## config.mk

```make
export PLATFORM = sky130hd
export DESIGN_NAME = crtc_prog_seq
export DESIGN_NICKNAME = d
export VERILOG_FILES = /design/src/rtl/crtc_prog_seq_pkg.sv /design/src/rtl/crtc_prog_seq.sv
export SDC_FILE = /design/constraint.sdc
export NUM_CORES = 1
export LEC_CHECK = 0
export CORE_AREA = 2 2 71 53
export CTS_CLUSTER_DIAMETER = 30
export DETAILED_ROUTE_END_ITERATION = 6
export DIE_AREA = 0 0 73 55
export PLACE_DENSITY = 0.84
export SETUP_SLACK_MARGIN = 0.4
export SLEW_MARGIN = 5
export SYNTH_ARGS = -nofsm -noshare
export SYNTH_HDL_FRONTEND = slang
export SYNTH_SLANG_ARGS = --single-unit
```

## constraint.sdc

```tcl
create_clock -name CLOCK -period 5.2 [get_ports CLOCK]
set_clock_uncertainty 0.2 [all_clocks]
set_input_delay 1.04 -clock CLOCK [delete_from_list [all_inputs] [get_ports CLOCK]]
set_output_delay 1.04 -clock CLOCK [all_outputs]
set_load 0.05 [all_outputs]
```

## src/rtl/crtc_prog_seq_pkg.sv

```systemverilog
// -----------------------------------------------------------------------------
// crtc_prog_seq_pkg
// Shared definitions for the CRTC register-programming sequencer:
//   - FSM state encodings (3-bit localparams)
//   - number of CRTC data registers replayed from an image
//   - CRTC host-bus bundle type and its idle (no access) value
//   - helper that formats a register index as a select-write data byte
// -----------------------------------------------------------------------------
package crtc_prog_seq_pkg;

    localparam int CRTC_NREGS = 16;

    localparam logic [2:0] ST_IDLE  = 3'd0;
    localparam logic [2:0] ST_FETCH = 3'd1;
    localparam logic [2:0] ST_SEL   = 3'd2;
    localparam logic [2:0] ST_DATA  = 3'd3;
    localparam logic [2:0] ST_FINAL = 3'd4;
    localparam logic [2:0] ST_DONE  = 3'd5;

    // One CRTC host-bus access as seen on the ENABLE/nCS/R_nW/RS/DI pins.
    typedef struct packed {
        logic       en;
        logic       ncs;
        logic       rnw;
        logic       rs;
        logic [7:0] di;
    } crtc_bus_t;

    // Bus value with no access in progress.
    localparam crtc_bus_t BUS_IDLE = '{en: 1'b0, ncs: 1'b1, rnw: 1'b1, rs: 1'b0, di: 8'h00};

    // Address-register write data: the CRTC only decodes the low 5 bits.
    function automatic logic [7:0] sel_byte(input logic [4:0] addr);
        return {3'b000, addr};
    endfunction

endpackage

```

## src/rtl/crtc_prog_seq.sv

```systemverilog
// -----------------------------------------------------------------------------
// crtc_prog_seq
// Owns the UM6845R CRTC host bus. While idle, CPU accesses pass straight
// through. On load_start it fetches a 17-byte image (byte 0 = selected address
// register, bytes 1..NREGS = R0..R(NREGS-1)) and replays it as timed
// select/data write strobes, then re-selects the saved address so the CPU sees
// the address latch it expects. The CPU is stalled (cpu_wait) meanwhile.
//
// Ports:
//   CLOCK, nRESET          system clock, synchronous active-low reset
//   CLKEN                  CRTC bus-rate enable; loader strobes only on CLKEN
//   cpu_en/ncs/rnw/rs/di   CPU bus request (CRTC pin semantics)
//   cpu_wait               CPU must hold its access while high
//   load_start             one-cycle pulse starting an image load
//   img_valid/img_data     image byte stream in; img_ready = byte accepted
//   busy, done             load in progress / one-cycle completion pulse
//   crtc_en/ncs/rnw/rs/di  CRTC pin drive
// -----------------------------------------------------------------------------
module crtc_prog_seq
    import crtc_prog_seq_pkg::*;
#(
    parameter int NREGS = CRTC_NREGS
) (
    input  logic       CLOCK,
    input  logic       nRESET,
    input  logic       CLKEN,
    input  logic       cpu_en,
    input  logic       cpu_ncs,
    input  logic       cpu_rnw,
    input  logic       cpu_rs,
    input  logic [7:0] cpu_di,
    output logic       cpu_wait,
    input  logic       load_start,
    input  logic       img_valid,
    input  logic [7:0] img_data,
    output logic       img_ready,
    output logic       busy,
    output logic       done,
    output logic       crtc_en,
    output logic       crtc_ncs,
    output logic       crtc_rnw,
    output logic       crtc_rs,
    output logic [7:0] crtc_di
);

    localparam logic [4:0] LAST_IDX = 5'(NREGS - 1);

    logic [2:0] state_q,    state_d;
    logic [4:0] idx_q,      idx_d;
    logic       first_q,    first_d;
    logic [7:0] val_q,      val_d;
    logic [4:0] sel_save_q, sel_save_d;
    logic [7:0] di_q,       di_d;     // last value placed on crtc_di

    crtc_bus_t  bus_s;

    // Next-state logic for the sequencer FSM and its datapath registers.
    always_comb begin
        state_d    = state_q;
        idx_d      = idx_q;
        first_d    = first_q;
        val_d      = val_q;
        sel_save_d = sel_save_q;
        di_d       = di_q;
        case (state_q)
            ST_IDLE: begin
                // Track the passthrough data so the pin holds it once a load starts.
                di_d = cpu_di;
                if (load_start) begin
                    state_d = ST_FETCH;
                    idx_d   = 5'd0;
                    first_d = 1'b1;
                end else begin
                    state_d = ST_IDLE;
                end
            end
            ST_FETCH: begin
                if (img_valid) begin
                    if (first_q) begin
                        sel_save_d = img_data[4:0];
                        first_d    = 1'b0;
                    end else begin
                        val_d   = img_data;
                        state_d = ST_SEL;
                    end
                end else begin
                    state_d = ST_FETCH;
                end
            end
            ST_SEL: begin
                if (CLKEN) begin
                    di_d    = sel_byte(idx_q);
                    state_d = ST_DATA;
                end else begin
                    state_d = ST_SEL;
                end
            end
            ST_DATA: begin
                if (CLKEN) begin
                    di_d = val_q;
                    if (idx_q == LAST_IDX) begin
                        state_d = ST_FINAL;
                    end else begin
                        idx_d   = idx_q + 5'd1;
                        state_d = ST_FETCH;
                    end
                end else begin
                    state_d = ST_DATA;
                end
            end
            ST_FINAL: begin
                if (CLKEN) begin
                    di_d    = sel_byte(sel_save_q);
                    state_d = ST_DONE;
                end else begin
                    state_d = ST_FINAL;
                end
            end
            ST_DONE: begin
                state_d = ST_IDLE;
            end
            default: begin
                state_d = ST_IDLE;
            end
        endcase
    end

    // CRTC bus mux: passthrough when idle, one-cycle strobes from the loader.
    // Reset forces the idle bus so an aborted load cannot emit a strobe.
    always_comb begin
        bus_s    = BUS_IDLE;
        bus_s.di = di_q;
        if (!nRESET) begin
            bus_s = BUS_IDLE;
        end else begin
            case (state_q)
                ST_IDLE: begin
                    bus_s = '{en: cpu_en, ncs: cpu_ncs, rnw: cpu_rnw, rs: cpu_rs, di: cpu_di};
                end
                ST_SEL: begin
                    if (CLKEN) begin
                        bus_s = '{en: 1'b1, ncs: 1'b0, rnw: 1'b0, rs: 1'b0, di: sel_byte(idx_q)};
                    end else begin
                        bus_s.di = di_q;
                    end
                end
                ST_DATA: begin
                    if (CLKEN) begin
                        bus_s = '{en: 1'b1, ncs: 1'b0, rnw: 1'b0, rs: 1'b1, di: val_q};
                    end else begin
                        bus_s.di = di_q;
                    end
                end
                ST_FINAL: begin
                    if (CLKEN) begin
                        bus_s = '{en: 1'b1, ncs: 1'b0, rnw: 1'b0, rs: 1'b0, di: sel_byte(sel_save_q)};
                    end else begin
                        bus_s.di = di_q;
                    end
                end
                default: begin
                    bus_s.di = di_q;
                end
            endcase
        end
    end

    assign crtc_en   = bus_s.en;
    assign crtc_ncs  = bus_s.ncs;
    assign crtc_rnw  = bus_s.rnw;
    assign crtc_rs   = bus_s.rs;
    assign crtc_di   = bus_s.di;

    assign busy      = nRESET && (state_q != ST_IDLE);
    assign cpu_wait  = busy;
    assign img_ready = nRESET && (state_q == ST_FETCH);
    assign done      = nRESET && (state_q == ST_DONE);

    // State and datapath registers with synchronous active-low reset.
    always_ff @(posedge CLOCK) begin
        if (!nRESET) begin
            state_q    <= ST_IDLE;
            idx_q      <= 5'd0;
            first_q    <= 1'b0;
            val_q      <= 8'h00;
            sel_save_q <= 5'd0;
            di_q       <= 8'h00;
        end else begin
            state_q    <= state_d;
            idx_q      <= idx_d;
            first_q    <= first_d;
            val_q      <= val_d;
            sel_save_q <= sel_save_d;
            di_q       <= di_d;
        end
    end

endmodule

```

==> results_dict.tcl <==
set metrics [dict create \
    hp-class "flip-flop to flip-flop" \
    timing.final.crit_period_ns 4.532 \
    required_ns 3.96 \
    max_freq_mhz 220.6 \
    fp.dieW_um 73 \
    cts_setup_buffers 0 \
    drc 0 \
    postSynthCellCount 206 \
    initialDrtViolationCount 120 \
    ys_types 42 \
    grt_max_degree 30 \
    numClockSinks 30 \
    yosys-top-cells-area "dfxtp_1 (35%), a22o_1 (7.2%), nand2_1 (5.5%), mux2i_1 (5.3%), o21ai_0 (4.7%)" \
    cpPeakStageDelay_ns 0.79 \
    worst_pin_slew_ns 0.8384 \
    path_cells "clkdlybuf4s50_1, nand2b_1, nor3b_1, o21a_1, clkdlybuf4s50_1" \
    ioPinCount 41 \
    cts_tree "done" \
    syn_area_per_cell_um2 8.236 \
    cts_resized 0 \
    met1Wirelength_um 2194 \
    ctsHoldBuffers 0 \
    endpoint_kind "output pin" \
    tns_ns 0 \
    avgRoutedWirePerCell_um 14.75 \
    clkPwrFrac 0.321 \
    clk_pin_slew_ns 0.07 \
    ys_seq_area_frac 0.3540 \
    syn2layout_area_growth_pct 28.39 \
    clk_latency_ns 0.29 \
    fin_crit_sh 0.8716 \
    gp_congestion 0.8669 \
    drv_slew 0 \
    fillers 285 \
    dr_wl_met2_um 1648 \
    drv_cap 0 \
    met3_length_um 235 \
    grt_pass1_vias 1302 \
    seqPwrFrac 0.420 \
    diodes 0 \
    cpMaxStageDelayCell "clkdlybuf4s50_1" \
    yosysTopAreaCell "dfxtp_1" \
    h-tree-depth 2 \
    cp_data_arrival_time_ns 3.29 \
    core_area_um2 3356 \
    fin_hold_ws_ns 0.2908 \
    ir_worst_vdd_mv 0.2350 \
    switching_share 0.3313 \
    antenna_found_initial 0 \
    dr.pass1.iters 4 \
    synth-edff-count 0 \
    critPathLaunchType "input port" \
    io_buffers 40 \
    switchingPower_mw 0.2077 \
    crit_fanout 14 \
    setup-violations-final 0 \
    power_frac_comb 0.259 \
    cp.buffers_inverters 2 \
    grt-ovfl-total 0 \
    initial_core_util 0.5056 \
    yosysWarnings 0 \
    dr.max_layer_used "met4" \
    drive_gt1_frac 0.07469 \
    outcome "completed" \
    grt_util_all_layers 0.2132 \
    root_buffer "clkbuf_8" \
    async_flop_share 0 \
    crit_type "input port to output pin" \
    numCtsBuffers 5 \
    grt_pass1_wl_um 6299 \
    wirelength_um 4145 \
    synth-seq-cells 30 \
    dp_hpwl_um 3088 \
    intPower_mw 0.4191 \
    nets 267 \
    critPathTopFamily "buffers and inverters" \
    syn-cell-area_um2 1697 \
    rsz0062_at_grt "false" \
    cpMostUsedCell "clkdlybuf4s50_1" \
    p_per_area_nw_per_um2 287.8 \
    synth_fp_nets 233 \
    num_vias 1612 \
    antenna_left 0 \
    p_leak_nw 0.8064 \
    vias_per_cell 5.737 \
    final_hold_viol_count 0 \
    ys.flop_type "dfxtp_1" \
    relSlewSlack 0.4403 \
    rows 18 \
    die-area_um2 4015 \
    synth_top_area_share 0.3540 \
    cts_buffer_depth 2 \
    die_y_um 55 \
]
## cell usage after synthesis, types with 4 or more instances
cell type	count
nor2_1	18
a221oi_1	5
o21ai_0	16
dfxtp_1	30
nand3_1	7
a22o_1	14
nand2b_1	4
buf_2	6
nand2_1	25
a21oi_1	14
a31oi_1	11
mux2i_1	9
## worst register-to-register path: stages (launching register included)
cell	delay, ns
dfxtp_1	0.35
ha_1	0.24
and3_1	0.19
ha_1	0.20
nand4b_1	0.29
a21oi_4	0.32
mux2i_1	0.21
nor2_1	0.05
## sequential cells by signal (all words and copies together), names as in the netlist
name and count:
di_q 8, first_q 1, idx_q 5, sel_save_q 5
state_q 3, val_q 8
## worst paths after layout
kind | from | endpoint | slack (ns) | cells after the start
worst min-delay path | di_q[6] | di_q[6] | 0.29 | 1
worst max-delay path | CLKEN | crtc_en | 0.67 | 5
worst min register to register | di_q[6] | di_q[6] | 0.29 | 1
worst max register to register | idx_q[0] | idx_q[1] | 3.03 | 7
## cells by family after synthesis
logic type,Yosys count,synth area share
flip-flops,30,0.3540
adder cells (fa/ha/maj),2,0.01475
AO/OA/AOI/OAI,69,0.2810
AND/OR/NAND/NOR,76,0.2360
multiplexers,9,0.05310
XOR/XNOR,2,0.01033
buffers and inverters,18,0.05088
## cells in the final DEF, fill, tap and decap left out, types with 3 or more instances in the layout
master,instances
nor3_1,3
nand3_1,7
and3_1,3
mux2i_1,9
nor2b_1,3
nand2b_1,4
nand2_1,25
clkdlybuf4s50_1,40
clkbuf_8,6
dfxtp_1,30
a22o_1,14
inv_1,3
a31oi_1,11
a21oi_1,14
o21ai_0,16
a221oi_1,5
nor2_1,18
## power groups by stage
| stage | Sequential (mW) | Combinational, mW | Clock [mW] |
|---|---|---|---|
| 2_1_floorplan | 0.256 | 0.120 | 0 |
| 3_3_place_gp | 0.267 | 0.160 | 0 |
| 3_5_place_dp | 0.268 | 0.162 | 0 |
| 4_1_cts | 0.263 | 0.162 | 0.201 |
| 5_1_grt | 0.266 | 0.174 | 0.211 |
| 6_report | 0.263 | 0.162 | 0.201 |
## metal layers
metal,vias to the layer above,GRT usage
met1,731,0.3311
met5,-,0
met4,0,0.09259
met2,49,0.2688
li1,824,-
met3,8,0.05072
## layout make-up
cell class | instances | area [um^2] | share of cell area
clock buffers | 6 | 82.58 | 0.03791
clock inverters | 2 | 12.51 | 0.005744
inverters | 4 | 15.01 | 0.006893
multi-input cells | 158 | 1010 | 0.4635
flip-flops and latches | 30 | 600.6 | 0.2757
well taps | 40 | 50.05 | 0.02298
repair buffers | 41 | 407.9 | 0.1872
## through the flow
stage | total power, mW | instance area, um^2 | setup WS, ns | util | cells
6_report | 0.6268 | 2178 | 0.6677 | 0.6491 | 281
3_3_place_gp | 0.4270 | 2083 | 0.6854 | 0.6208 | 273
4_1_cts | 0.6261 | 2178 | 0.6759 | 0.6491 | 281
3_5_place_dp | 0.4295 | 2083 | 0.6719 | 0.6208 | 273
2_1_floorplan | 0.3759 | 1697 | 1.322 | - | 206
5_1_grt | 0.6510 | 2178 | 0.5086 | 0.6491 | 281
(Power assumes the default switching activity.)
